$ cat src/rtl/instr_fetch_buffer_if.sv
// Fetch-buffer bus bundle: Avalon-style instruction read port, redirect
// input and the decode-side valid/ready head port.
// master: the fetch buffer. slave: memory + decode environment.
interface instr_fetch_buffer_if #(
    parameter int unsigned ADDR_W = 32
);
    logic [ADDR_W-1:0] mem_address;
    logic              mem_read;
    logic              mem_waitrequest;
    logic [31:0]       mem_readdata;
    logic              redirect_valid;
    logic [ADDR_W-1:0] redirect_pc;
    logic              instr_ready;
    logic              instr_valid;
    logic [31:0]       instruction;
    logic [ADDR_W-1:0] instr_pc;

    modport master (
        output mem_address, mem_read, instr_valid, instruction, instr_pc,
        input  mem_waitrequest, mem_readdata, redirect_valid, redirect_pc, instr_ready
    );

    modport slave (
        input  mem_address, mem_read, instr_valid, instruction, instr_pc,
        output mem_waitrequest, mem_readdata, redirect_valid, redirect_pc, instr_ready
    );
endinterface

$ cat src/rtl/instr_fetch_buffer.sv
// Instruction prefetch buffer: sequential reads on an Avalon-style port with
// waitrequest, DEPTH-entry (data, pc) FIFO toward decode, redirect flush.
// Optional macro INSTR_FETCH_BYTE_SWAP_EN: byte-reverse read data before the
// FIFO write (little-endian memory feeding a big-endian core).
module instr_fetch_buffer #(
    parameter int unsigned       DEPTH    = 4,
    parameter int unsigned       ADDR_W   = 32,
    parameter logic [ADDR_W-1:0] RESET_PC = ADDR_W'(32'hBFC0_0000)
) (
    input logic                 clk,
    input logic                 reset_n,
    instr_fetch_buffer_if.master bus
);
    localparam int unsigned   PW   = $clog2(DEPTH);
    localparam int unsigned   CW   = PW + 1;
    localparam logic [CW-1:0] FULL = CW'(DEPTH);

    typedef enum logic [1:0] {IDLE, REQ, RESP} state_e;

    state_e            state_q, state_d;
    logic              mem_read_q, mem_read_d;
    logic [ADDR_W-1:0] mem_address_q, mem_address_d;
    logic [ADDR_W-1:0] fetch_pc_q, fetch_pc_d;
    logic              discard_q, discard_d;
    logic [PW-1:0]     rd_ptr_q, rd_ptr_d, wr_ptr_q, wr_ptr_d;
    logic [CW-1:0]     count_q, count_d;
    logic [31:0]       data_q [DEPTH];
    logic [ADDR_W-1:0] pc_q   [DEPTH];

    logic              accept, push, pop, redirect;
    logic [31:0]       wdata;

    assign redirect = bus.redirect_valid;
    // REQ always has mem_read high, so acceptance is just "no stall".
    assign accept   = (state_q == REQ) && !bus.mem_waitrequest;
    // The response cycle is RESP; stale or redirect-cycle responses are dropped.
    assign push     = (state_q == RESP) && !discard_q && !redirect;
    assign pop      = (count_q != '0) && bus.instr_ready && !redirect;

`ifdef INSTR_FETCH_BYTE_SWAP_EN
    assign wdata = {bus.mem_readdata[7:0],   bus.mem_readdata[15:8],
                    bus.mem_readdata[23:16], bus.mem_readdata[31:24]};
`else
    assign wdata = bus.mem_readdata;
`endif

    // FIFO pointer/occupancy update; redirect empties the buffer outright.
    always_comb begin
        rd_ptr_d = rd_ptr_q;
        wr_ptr_d = wr_ptr_q;
        count_d  = count_q;
        if (redirect) begin
            rd_ptr_d = '0;
            wr_ptr_d = '0;
            count_d  = '0;
        end else begin
            if (push) wr_ptr_d = wr_ptr_q + PW'(1);
            if (pop)  rd_ptr_d = rd_ptr_q + PW'(1);
            count_d = count_q + CW'(push) - CW'(pop);
        end
    end

    // Fetch control: issue only when the post-edge occupancy leaves a free
    // slot, since at issue time nothing else is in flight.
    always_comb begin
        state_d       = state_q;
        mem_read_d    = mem_read_q;
        mem_address_d = mem_address_q;
        discard_d     = discard_q;
        // A stale (discarded) read must not advance a redirected fetch_pc.
        if (redirect)                 fetch_pc_d = bus.redirect_pc;
        else if (accept && !discard_q) fetch_pc_d = fetch_pc_q + ADDR_W'(4);
        else                          fetch_pc_d = fetch_pc_q;
        case (state_q)
            IDLE: begin
                if (count_d < FULL) begin
                    state_d       = REQ;
                    mem_read_d    = 1'b1;
                    mem_address_d = fetch_pc_d;
                end
            end
            REQ: begin
                // Bus rule: a stalled request stays on the bus; mark it stale.
                if (redirect) discard_d = 1'b1;
                if (accept) begin
                    state_d    = RESP;
                    mem_read_d = 1'b0;
                end
            end
            RESP: begin
                discard_d = 1'b0;
                if (count_d < FULL) begin
                    state_d       = REQ;
                    mem_read_d    = 1'b1;
                    mem_address_d = fetch_pc_d;
                end else begin
                    state_d = IDLE;
                end
            end
            default: state_d = IDLE;
        endcase
    end

    // Control and pointer registers.
    always_ff @(posedge clk or negedge reset_n) begin
        if (!reset_n) begin
            state_q       <= IDLE;
            mem_read_q    <= 1'b0;
            mem_address_q <= RESET_PC;
            fetch_pc_q    <= RESET_PC;
            discard_q     <= 1'b0;
            rd_ptr_q      <= '0;
            wr_ptr_q      <= '0;
            count_q       <= '0;
        end else begin
            state_q       <= state_d;
            mem_read_q    <= mem_read_d;
            mem_address_q <= mem_address_d;
            fetch_pc_q    <= fetch_pc_d;
            discard_q     <= discard_d;
            rd_ptr_q      <= rd_ptr_d;
            wr_ptr_q      <= wr_ptr_d;
            count_q       <= count_d;
        end
    end

    // FIFO storage; mem_address_q still holds the accepted address in RESP.
    always_ff @(posedge clk) begin
        if (push) begin
            data_q[wr_ptr_q] <= wdata;
            pc_q[wr_ptr_q]   <= mem_address_q;
        end
    end

    // Credit accounting must make a push into a full FIFO impossible.
    a_no_overflow: assert property (@(posedge clk) disable iff (!reset_n)
        push |-> (count_q != FULL));

    assign bus.mem_read    = mem_read_q;
    assign bus.mem_address = mem_address_q;
    assign bus.instr_valid = (count_q != '0);
    assign bus.instruction = data_q[rd_ptr_q];
    assign bus.instr_pc    = pc_q[rd_ptr_q];
endmodule

$ cat src/flat_wrapper.sv
// flat-port wrapper written by rule: the top's interface ports become plain ports
module instr_fetch_buffer_flat 
#(
    parameter int unsigned       DEPTH    = 4,
    parameter int unsigned       ADDR_W   = 32,
    parameter logic [ADDR_W-1:0] RESET_PC = ADDR_W'(32'hBFC0_0000)
)
  (clk, reset_n, bus_mem_address, bus_mem_read, bus_instr_valid, bus_instruction, bus_instr_pc, bus_mem_waitrequest, bus_mem_readdata, bus_redirect_valid, bus_redirect_pc, bus_instr_ready);
  instr_fetch_buffer_if #(.ADDR_W(ADDR_W)) bus_i ();
  input logic clk;
  input logic reset_n;
  output wire logic [$bits(bus_i.mem_address)-1:0] bus_mem_address;
  output wire logic [$bits(bus_i.mem_read)-1:0] bus_mem_read;
  output wire logic [$bits(bus_i.instr_valid)-1:0] bus_instr_valid;
  output wire logic [$bits(bus_i.instruction)-1:0] bus_instruction;
  output wire logic [$bits(bus_i.instr_pc)-1:0] bus_instr_pc;
  input wire logic [$bits(bus_i.mem_waitrequest)-1:0] bus_mem_waitrequest;
  input wire logic [$bits(bus_i.mem_readdata)-1:0] bus_mem_readdata;
  input wire logic [$bits(bus_i.redirect_valid)-1:0] bus_redirect_valid;
  input wire logic [$bits(bus_i.redirect_pc)-1:0] bus_redirect_pc;
  input wire logic [$bits(bus_i.instr_ready)-1:0] bus_instr_ready;
  assign bus_mem_address = bus_i.mem_address;
  assign bus_mem_read = bus_i.mem_read;
  assign bus_instr_valid = bus_i.instr_valid;
  assign bus_instruction = bus_i.instruction;
  assign bus_instr_pc = bus_i.instr_pc;
  assign bus_i.mem_waitrequest = bus_mem_waitrequest;
  assign bus_i.mem_readdata = bus_mem_readdata;
  assign bus_i.redirect_valid = bus_redirect_valid;
  assign bus_i.redirect_pc = bus_redirect_pc;
  assign bus_i.instr_ready = bus_instr_ready;
  instr_fetch_buffer #(.DEPTH(DEPTH), .ADDR_W(ADDR_W), .RESET_PC(RESET_PC)) u_core (.clk(clk), .reset_n(reset_n), .bus(bus_i));
endmodule
$ cat config.mk
export PLATFORM = sky130hd
export DESIGN_NAME = instr_fetch_buffer_flat
export DESIGN_NICKNAME = d
export VERILOG_FILES = /design/src/rtl/instr_fetch_buffer_if.sv /design/src/rtl/instr_fetch_buffer.sv /design/src/flat_wrapper.sv
export SDC_FILE = /design/constraint.sdc
export NUM_CORES = 1
export LEC_CHECK = 0
export BUFFER_PORTS_ARGS = -buffer_cell sky130_fd_sc_hd__buf_2
export CELL_PAD_IN_SITES_DETAIL_PLACEMENT = 1
export CELL_PAD_IN_SITES_GLOBAL_PLACEMENT = 1
export CORE_AREA = 2 2 211 213
export DETAILED_ROUTE_END_ITERATION = 6
export DIE_AREA = 0 0 213 215
export PLACE_DENSITY = 0.65
export SLEW_MARGIN = 20
export SYNTH_ARGS = -nofsm -noshare
export SYNTH_HDL_FRONTEND = slang
export SYNTH_SLANG_ARGS = --single-unit
$ cat constraint.sdc
create_clock -name clk -period 3.5 [get_ports clk]
set_input_delay 0.7 -clock clk [delete_from_list [all_inputs] [get_ports clk]]
set_output_delay 0.7 -clock clk [all_outputs]
set_load 0.05 [all_outputs]
Yosys cells after proc, flatten, opt, wreduce, memory -nomap -nowiden
Memory sizes are Yosys's and may differ from the RTL's.
Index checks and enable logic that the tools add are counted.
{"block": "word_totals", "reg_bits": 75, "ram_bits": 256, "output_inout_bits": 98, "wordCells": 60, "n_memories": 2}
{"name": "u_core.data_q", "words": 4, "word_bits": 32, "read_ports": 1, "rd_ports_with_merged_regs": 0, "write_ports": 1, "line": "instr_fetch_buffer.sv:27", "rtl": "logic [31:0] data_q [DEPTH];"}
{"name": "u_core.pc_q", "words": 4, "word_bits": 32, "read_ports": 1, "rd_ports_with_merged_regs": 0, "write_ports": 1, "line": "instr_fetch_buffer.sv:28", "rtl": "logic [ADDR_W-1:0] pc_q [DEPTH];"}
{"block": "classes", "add_sub_neg": 5, "magnitude_cmp": 1, "n_eq_ne": 6, "muxes": 18, "reduce_logical": 20}
{"operator": "32-bit two-way mux", "n": 2}
{"operator": "32-bit by 3-bit adder with 32-bit output (second input constant)", "n": 1}
{"operator": "2-bit two-way mux", "n": 6}
{"operator": "2-bit nonzero test", "n": 4}
{"operator": "1-bit logical AND", "n": 6}
{"operator": "1-bit two-way mux", "n": 6}
{"operator": "2-bit by 1-bit inequality test with 1-bit output (second input constant)", "n": 3}
{"operator": "2-bit one-hot mux with 3 select lines", "n": 1}
{"operator": "2-bit AND reduction", "n": 3}
{"operator": "2-bit by 1-bit adder with 2-bit output (second input constant)", "n": 2}
{"operator": "1-bit one-hot mux with 2 select lines", "n": 2}
{"operator": "3-bit by 1-bit adder with 3-bit output", "n": 1}
{"operator": "1-bit zero test", "n": 3}
{"operator": "3-bit < comparator (second input constant)", "n": 1}
{"operator": "3-bit two-way mux", "n": 1}
{"operator": "3-bit AND reduction", "n": 1}
{"operator": "3-bit nonzero test", "n": 1}
{"operator": "3-bit by 1-bit subtractor with 3-bit output", "n": 1}
{"operator": "2-bit by 1-bit equality test with 1-bit output (second input constant)", "n": 1}
{"operator": "2-bit equality test (second input constant)", "n": 1}
{"operator": "2-bit zero test", "n": 1}
{"operator": "2-bit inequality test (second input constant)", "n": 1}
{"operator": "2-bit OR reduction", "n": 1}

Depth between registers and ports, before layout
Gate-level depths: netlist (run 1).
{"block": "depth", "ltp_word": 9, "ltp_mapped": 16, "mapped_depth_nobuf": 13}

Least setup slack after synthesis (run 1)
OpenSTA, ideal clock, no wires.
{"block": "synth_path", "kind": "input port to flip-flop", "from": "input bus_redirect_valid", "to": "register u_core.mem_address_q[20] (netlist: u_core.bus.mem_address[20])", "setup_time_ns": 0.126, "arrival_ns": 3.722, "required_time_ns": 3.374, "slack_ns": -0.349, "stages": 15, "n_path_buf": 5, "cell_sequence": "clkbuf_1 -> buf_2 -> buf_1 -> nor2_1 -> ha_1 -> inv_1 -> ha_1 -> inv_1 -> fa_1 -> xnor3_1 -> nor2_1 -> or2_2 -> clkbuf_1 -> clkbuf_1 -> a221o_1"}
{"block": "synth_between", "elab_chain_cells": 7, "elab_cells_between_ends": 9, "cone_classes": "2 x add/sub; 1 x order compare; 2 x mux; 4 x reduce/logical"}
{"element": "start: declaration", "line": "flat_wrapper.sv:19", "rtl": "input wire logic [$bits(bus_i.redirect_valid)-1:0] bus_redirect_valid;"}
{"element": "1-bit zero test", "line": "instr_fetch_buffer.sv:37, instr_fetch_buffer.sv:38"}
{"element": "1-bit logical AND", "line": "instr_fetch_buffer.sv:37", "rtl": "assign push = (state_q == RESP) && !discard_q && !redirect;"}
{"element": "3-bit by 1-bit adder with 3-bit output", "line": "instr_fetch_buffer.sv:59", "rtl": "count_d = count_q + CW'(push) - CW'(pop);"}
{"element": "3-bit by 1-bit subtractor with 3-bit output", "line": "instr_fetch_buffer.sv:59"}
{"element": "3-bit two-way mux *", "line": "instr_fetch_buffer.sv:52", "rtl": "if (redirect) begin"}
{"element": "net u_core.count_d[2]", "line": "instr_fetch_buffer.sv:26", "rtl": "logic [CW-1:0] count_q, count_d;"}
{"element": "3-bit < comparator *", "line": "instr_fetch_buffer.sv:76, instr_fetch_buffer.sv:92"}
{"element": "2-bit AND reduction (no line) *"}
{"element": "end signal: assignment", "line": "instr_fetch_buffer.sv:118", "rtl": "mem_address_q <= mem_address_d;"}
{"element": "end: declaration", "line": "instr_fetch_buffer.sv:22", "rtl": "logic [ADDR_W-1:0] mem_address_q, mem_address_d;"}
Mark *: on every way through the listed nets, which the timed path passes. The rest lies on a longest branch.
A chain may end at the register's enable or synchronous reset.

Worst setup path after layout (run 1)
{"block": "layout_path", "from": "register u_core.count_q[1]", "to": "register u_core.mem_address_q[11] (netlist: u_core.bus.mem_address[11])"}
{"block": "layout_between", "elab_chain_cells": 7, "elab_cells_between_ends": 8, "cone_classes": "2 x add/sub; 1 x order compare; 1 x mux; 4 x reduce/logical"}
{"element": "start: declaration", "line": "instr_fetch_buffer.sv:26"}
{"element": "start signal: assignment", "line": "instr_fetch_buffer.sv:123", "rtl": "count_q <= count_d;"}
{"element": "parallel branches: the longest is 3 deep, another holds 3-bit by 1-bit adder with 3-bit output"}
{"element": "3-bit by 1-bit subtractor with 3-bit output *", "line": "instr_fetch_buffer.sv:59"}
{"element": "3-bit two-way mux *", "line": "instr_fetch_buffer.sv:52"}
{"element": "net u_core.count_d[2]", "line": "instr_fetch_buffer.sv:26"}
{"element": "3-bit < comparator *", "line": "instr_fetch_buffer.sv:76, instr_fetch_buffer.sv:92"}
{"element": "2-bit AND reduction (no line) *"}
Mark *: on every way through the listed nets, which the timed path passes.

==> flow_metrics.py, run 1 <==
metrics = {
    "setup_path": {
        "cp-endpoint": "u_core.bus.mem_address[11]$_DFFE_PN0P_",
        "cp.required_ns": 3.91,
        "crit_fanout": 16,
        "critical_path.endpoint_type": "flip-flop",
        "crit_path_start": "u_core.count_q[1]$_DFF_PN0_",
        "r2r-end": "u_core.bus.mem_address[11]$_DFFE_PN0P_",
        "crit_arrival_ns": 3.69,
        "rr_startpoint": "u_core.count_q[1]$_DFF_PN0_",
        "reg2reg_depth": 13,
        "worstSetupPathType": "reg -> reg",
        "r2r_slack_ns": 0.22,
        "crit_path_start_kind": "flip-flop",
    },
    "power": {
        "power.density_nw_per_um2": 776,
        "p_switching_uw": 4210,
        "switching_share": 0.340,
        "pwr-share-seq": 0.427,
        "leakagePower_uw": 0.00565,
        "internal_power_uw": 8170,
        "combPwrFrac": 0.259,
        "p_clk_frac": 0.314,
        "peakVddDrop_mv": 0.284,
        "finalPower_uw": 12400,
    },
    "cts": {
        "clockBufferDepth": 3,
        "clk_pin_slew_ns": 0.06,
        "tritoncts": "yes",
        "htreeDepth": 2,
        "cts_num_sinks": 331,
        "cts_made_buffers": 37,
        "clk_latency_ns": 0.53,
        "cts_root_buf": "clkbuf_16",
    },
    "synthesis": {
        "ys_ff_latch": 331,
        "ys_top_cells_by_area": "edfxtp_1 (59%), mux4_2 (11%), dfrtp_1 (11%), dfstp_2 (3.6%), mux2_2 (2.3%)",
        "synth_cell_type_count": 48,
        "syn_nets": 747,
        "synthArstFlopShare": 0.227,
        "synth.top_cell.area_share": 0.593,
        "synth-seq-area-share": 0.739,
        "netlist_top_cells_count": "edfxtp_1 (256), mux4_2 (64), dfrtp_1 (57)",
        "synth_edf_count": 256,
        "avgSynthCellArea_um2": 19.4,
        "yosysMostFrequentCell": "edfxtp_1",
        "synthCells": 670,
        "yosysWarnings": 0,
        "synth_area_leader_cell": "edfxtp_1",
        "synthFlopType": "edfxtp_1",
        "netlist_area_um2": 13000,
    },
    "global_routing": {
        "grt_overflow": 0,
        "antenna_found_initial": 5,
        "grtUsageTotal": 0.137,
        "first_global_vias": 7603,
        "grt_start_max_net_pins": 76,
        "grt_pass1_wl_mm": 47.5,
    },
    "run": {
        "drv_cap": 0,
    },
    "placement": {
        "finalWeightedCongestion": 0.736,
        "port_buffers": 166,
        "dp_hpwl_mm": 20.5,
    },
    "die": {
        "row_count": 77,
        "dieArea_um2": 45800,
        "start_util": 0.297,
        "fp.dieH_um": 215,
        "die_w_um": 213,
        "pin_count": 167,
        "coreArea_um2": 43600,
    },
    "cells_and_area": {
        "fin_nets": 944,
        "area_growth_pct": 23.0,
        "final_util": 0.365,
        "drive_gt1_frac": 0.418,
        "fillCellCount": 4367,
    },
    "route": {
        "drt_first_pass_iters": 4,
        "drtAntennaViolNets": 0,
        "drt_iter0_drc": 405,
        "vias": 6820,
        "post-route-drc-count": 0,
        "viasPerCell": 4.59,
        "routed_wirelength_mm": 30.8,
        "avgRoutedWirePerCell_um": 20.7,
    },
    "timing": {
        "skew_ns": 0.0105,
        "max_slew_margin": 0.330,
        "worst_pin_slew_ns": 1.00,
        "setup-violations-final": 0,
        "setup_tns_ns": 0,
        "hold_violations": 0,
        "period_share": 0.937,
        "slew_viol_final": 0,
        "grt_setup_unrepaired": "false",
        "max_freq_mhz": 305,
        "post-route-min-period_ns": 3.28,
    },
    "min_path": {
        "hold_path.class": "in -> async",
    },
    "run_status": {
        "outcome": "complete, no violations",
    },
}
per-layer routing:
layer	vias up	part of all wire	track usage
met5	-	0.00036	0
li1	3068	-	-
met2	148	0.49	0.226
met1	3555	0.44	0.181
met4	2	0.019	0.0359
met3	47	0.050	0.0340
power by group through the flow:
stage                     Combinational [uW]  Sequential (uW)  Clock (uW)
after global routing                    3400             5370        4160
after floorplan                         1780             5780           0
after global placement                  3210             5370           0
after detailed placement                3250             5400           0
after CTS                               3250             5320        4020
final                                   3200             5290        3890
cell families (layout without fill, tap and decap cells):
logic type      count (synthesis)  after routing  synth area share
compound gates                 42             42            0.0242
buf+inv                        47            271            0.0150
fa+ha+maj                       8              8           0.00830
flops                         331            331             0.739
other cells                     0              1                 0
xor+xnor                       32             32            0.0227
mux                            97             97             0.139
simple gates                  113            113            0.0512
sequential cells by signal, summed over array words and instances, names as in the netlist:
name / count
u_core.discard_q: 1
u_core.wr_ptr_q: 2
u_core.pc_q: 128
u_core.rd_ptr_q: 2
u_core.data_q: 128
u_core.count_q: 3
u_core.bus.mem_read: 1
u_core.fetch_pc_q: 32
u_core.bus.mem_address: 32
u_core.state_q: 2
metrics by stage:
step / cell area (um^2) / std cells / hold WS, ns / setup slack [ns]
finish: 16000 / 1487 / 0.350 / 0.221
global route: 15900 / 1486 / 0.372 / 0.00424
CTS: 15900 / 1486 / 0.364 / 0.191
detailed placement: 14700 / 1420 / 0.485 / 0.180
global placement: 14700 / 1420 / 0.479 / 0.207
floorplan: 13000 / 670 / 0.404 / 0.00500
layout make-up:
cell class | count | area, um^2 | share of cell area
clock buffer | 42 | 987 | 0.0619
timing repair buffer | 190 | 1140 | 0.0714
clock inverter | 24 | 225 | 0.0141
sequential | 331 | 9590 | 0.602
multi-input combinational | 292 | 3210 | 0.201
inverter | 15 | 56.3 | 0.00353
tap | 592 | 741 | 0.0464
antenna | 1 | 2.50 | 0.000157
worst min path at each step:
stage,to,from,slack (ns),cells after the start
3_5_place_dp,u_core.bus.mem_address[31]$_DFFE_PN1P_,u_core.fetch_pc_q[31]$_DFF_PN1_,0.49,2
4_1_cts,u_core.data_q[2][0]$_DFFE_PP_,bus_mem_readdata[0],0.36,1
5_1_grt,u_core.data_q[3][0]$_DFFE_PP_,bus_mem_readdata[0],0.37,1
2_1_floorplan,u_core.bus.mem_address[0]$_DFFE_PN0P_,reset_n,0.40,0
3_3_place_gp,u_core.bus.mem_address[31]$_DFFE_PN1P_,u_core.fetch_pc_q[31]$_DFF_PN1_,0.48,2
6_report,u_core.fetch_pc_q[19]$_DFF_PN0_,reset_n,0.35,1
what timing repair did:
item | CTS | global route
buffers inserted | 0 | 0
gates resized for setup | 0 | 1
hold endpoints to repair | 0 | 0
setup endpoints to repair | 0 | 1
hold buffers | 0 | 0
worst max-delay path, cell delays in order, from the launching register on:
cell and delay [ns]:
dfrtp_1 0.42, or3_4 0.39, nand2_1 0.11, nor2_1 0.05, ha_1 0.26, inv_1 0.06
ha_1 0.13, inv_1 0.05, fa_1 0.36, xnor3_1 0.38, nor2_1 0.05, or2_2 0.33
buf_4 0.21, a221o_1 0.36
placed cells by master (no fill, tap or decap), drive strengths merged, types with 3 or more instances in the layout:
| cell type | netlist | layout |
|---|---|---|
| a221o | 11 | 11 |
| a22oi | 4 | 4 |
| and2 | 4 | 4 |
| and3 | 17 | 17 |
| buf | 16 | 190 |
| bufinv | 0 | 4 |
| clkbuf | 16 | 42 |
| clkinv | 0 | 16 |
| dfrtp | 57 | 57 |
| dfstp | 18 | 18 |
| edfxtp | 256 | 256 |
| ha | 7 | 7 |
| inv | 15 | 17 |
| mux2 | 29 | 29 |
| mux2i | 4 | 4 |
| mux4 | 64 | 64 |
| nand2 | 27 | 27 |
| nand3 | 14 | 14 |
| nand4 | 12 | 12 |
| nor2 | 15 | 15 |
| nor2b | 4 | 4 |
| nor3 | 4 | 4 |
| nor4 | 5 | 5 |
| o211ai | 3 | 3 |
| o21ai | 17 | 17 |
| xnor2 | 20 | 20 |
| xor2 | 11 | 11 |
Power figures use the tool's default switching activity.
==> run 2, diff against run 1 <==
--- a/config.mk
+++ b/config.mk
@@ -8,10 +8,11 @@
 export BUFFER_PORTS_ARGS = -buffer_cell sky130_fd_sc_hd__buf_2
 export CELL_PAD_IN_SITES_DETAIL_PLACEMENT = 1
 export CELL_PAD_IN_SITES_GLOBAL_PLACEMENT = 1
-export CORE_AREA = 2 2 211 213
+export CORE_AREA = 2 2 252 179
 export DETAILED_ROUTE_END_ITERATION = 6
-export DIE_AREA = 0 0 213 215
+export DIE_AREA = 0 0 254 181
 export PLACE_DENSITY = 0.65
+export REMOVE_ABC_BUFFERS = 1
 export SLEW_MARGIN = 20
 export SYNTH_ARGS = -nofsm -noshare
 export SYNTH_HDL_FRONTEND = slang
==> flow_metrics.py, run 2 (synthesized netlist as in run 1, its figures left out) <==
metrics = {
    "setup_path": {
        "worstSetupPathType": "reg -> reg",
        "max_stage_delay_ns": 0.43,
        "crit_arrival_ns": 3.75,
        "crit_buf_inv": 4,
        "r2r_slack_ns": 0.17,
        "critPathSlowestCell": "dfrtp_1",
        "crit_fanout": 9,
        "path_cells": "or3_4, nand2_1, nor2_1, ha_1, inv_1, ha_1, inv_1, fa_1, xnor3_1, nor2_2, buf_4, nor2_2, buf_4, mux2_2",
        "crit_path_start_kind": "flip-flop",
        "cpLargestDelayFamily": "adder cells",
        "cp.required_ns": 3.92,
        "critical_path.endpoint_type": "flip-flop",
    },
    "run_status": {
        "outcome": "complete, no violations",
    },
    "global_routing": {
        "grt.met1_usage": 0.195,
        "grt_overflow": 0,
        "grt_start_max_net_pins": 76,
        "antenna_found_initial": 3,
        "grt_pass1_wl_mm": 48.1,
        "gr-usage-met3": 0.0320,
        "grtUsageTotal": 0.140,
        "first_global_vias": 7610,
        "grt_util_met2": 0.221,
        "grt.busiest_layer": "met2",
    },
    "cells_and_area": {
        "fillCellCount": 4388,
        "fin_cells": 1495,
        "final_cell_mix": "edfxtp_1 (256), buf_2 (165), mux4_2 (64), dfrtp_1 (55), clkbuf_16 (37)",
        "biggestRegsByFlops": "u_core.data_q x128, u_core.pc_q x128",
        "drive_gt1_frac": 0.424,
        "area_growth_pct": 23.5,
        "fin_nets": 947,
        "stdcell_area_um2": 16000,
        "final_common_cell": "edfxtp_1",
    },
    "route": {
        "drtAntennaViolNets": 0,
        "drt_iter0_drc": 351,
        "vias": 6927,
        "drt_first_pass_iters": 4,
        "routed_wirelength_mm": 31.7,
        "viasPerCell": 4.63,
        "post-route-drc-count": 0,
        "avgRoutedWirePerCell_um": 21.2,
    },
    "cts": {
        "cts_num_sinks": 331,
        "cts_made_buffers": 37,
        "clk_pin_slew_ns": 0.06,
        "clk_latency_ns": 0.54,
        "cts.hold.buffers_added": 0,
        "tritoncts": "yes",
        "htreeDepth": 2,
        "clockBufferDepth": 3,
        "cts_root_buf": "clkbuf_16",
    },
    "power": {
        "power.density_nw_per_um2": 783,
        "leakagePower_uw": 0.00569,
        "peakVddDrop_mv": 0.358,
    },
    "die": {
        "pin_count": 167,
        "row_count": 64,
        "dieArea_um2": 46000,
        "start_util": 0.299,
        "coreArea_um2": 43400,
        "die_w_um": 254,
        "fp.dieH_um": 181,
    },
    "timing": {
        "setup-violations-final": 0,
        "period_share": 0.953,
        "grt_setup_unrepaired": "false",
        "skew_ns": 0.0243,
        "post-route-min-period_ns": 3.33,
        "hold_violations": 0,
        "max_freq_mhz": 300,
        "worst_pin_slew_ns": 0.987,
        "slew_viol_final": 0,
        "max_slew_margin": 0.342,
    },
    "run": {
        "drv_cap": 0,
    },
    "placement": {
        "finalWeightedCongestion": 0.748,
        "port_buffers": 166,
        "placedInstanceArea_um2": 14700,
        "dp_cells": 1425,
        "dp_hpwl_mm": 21.0,
    },
    "min_path": {
        "hold_path.class": "in -> async",
    },
}
==> run 2: metrics by stage <==
step	hold WS, ns	total power (uW)	setup slack [ns]	TNS (ns)	util
global route	0.353	13100	0.00390	0	0.369
detailed placement	0.489	8630	0.0650	0	0.339
CTS	0.338	12700	0.0580	0	0.368
finish	0.306	12500	0.165	0	0.369
global placement	0.485	8560	0.165	0	0.339
floorplan	0.404	7500	-0.614	-47.40	-
==> run 2: power by group <==
part | switching (uW) | internal [uW] | leakage [uW]
combinational | 2160 | 1070 | 0.00188
sequential | 507 | 4790 | 0.00318
clock | 1620 | 2400 | 0.000623
total | 4290 | 8260 | 0.00569
==> run 2: final cells by class <==
cell class	count	area (um^2)	area share
antenna	2	5.00	0.000313
multi-input combinational	292	3220	0.201
sequential	331	9590	0.599
inverter	15	56.3	0.00352
timing repair buffer	193	1140	0.0709
clock inverter	23	277	0.0173
tap	594	743	0.0464
clock buffer	45	986	0.0616
==> run 2: worst paths after layout <==
check / end / start / cells after the start
max: u_core.bus.mem_address[3]$_DFFE_PN0P_ / u_core.count_q[1]$_DFF_PN0_ / 14
min: u_core.rd_ptr_q[1]$_DFFE_PN0P_ / reset_n / 1
max reg2reg: u_core.bus.mem_address[3]$_DFFE_PN0P_ / u_core.count_q[1]$_DFF_PN0_ / 14
min reg2reg: u_core.bus.mem_address[31]$_DFFE_PN1P_ / u_core.fetch_pc_q[31]$_DFF_PN1_ / 2
max in group asynchronous: u_core.rd_ptr_q[0]$_DFFE_PN0P_ / reset_n / 1
min in group clk: u_core.rd_ptr_q[1]$_DFFE_PN0P_ / bus_redirect_valid / 2
==> run 2: layer usage <==
layer | up-vias | share of wire
li1 | 3071 | -
met1 | 3651 | 0.47
met2 | 167 | 0.46
met3 | 38 | 0.051
met4 | 0 | 0.018
met5 | - | 0
==> run 2: worst register-to-register path, stage by stage (launching register included) <==
cell,delay [ns]
dfrtp_1,0.43
or3_4,0.40
nand2_1,0.11
nor2_1,0.05
ha_1,0.27
inv_1,0.07
ha_1,0.15
inv_1,0.05
fa_1,0.38
xnor3_1,0.39
nor2_2,0.04
buf_4,0.18
nor2_2,0.12
buf_4,0.21
mux2_2,0.36
==> run 2: repair_timing <==
item,CTS,global route
resized for setup,0,4
setup buffers,0,0
endpoints found under the setup margin,0,23
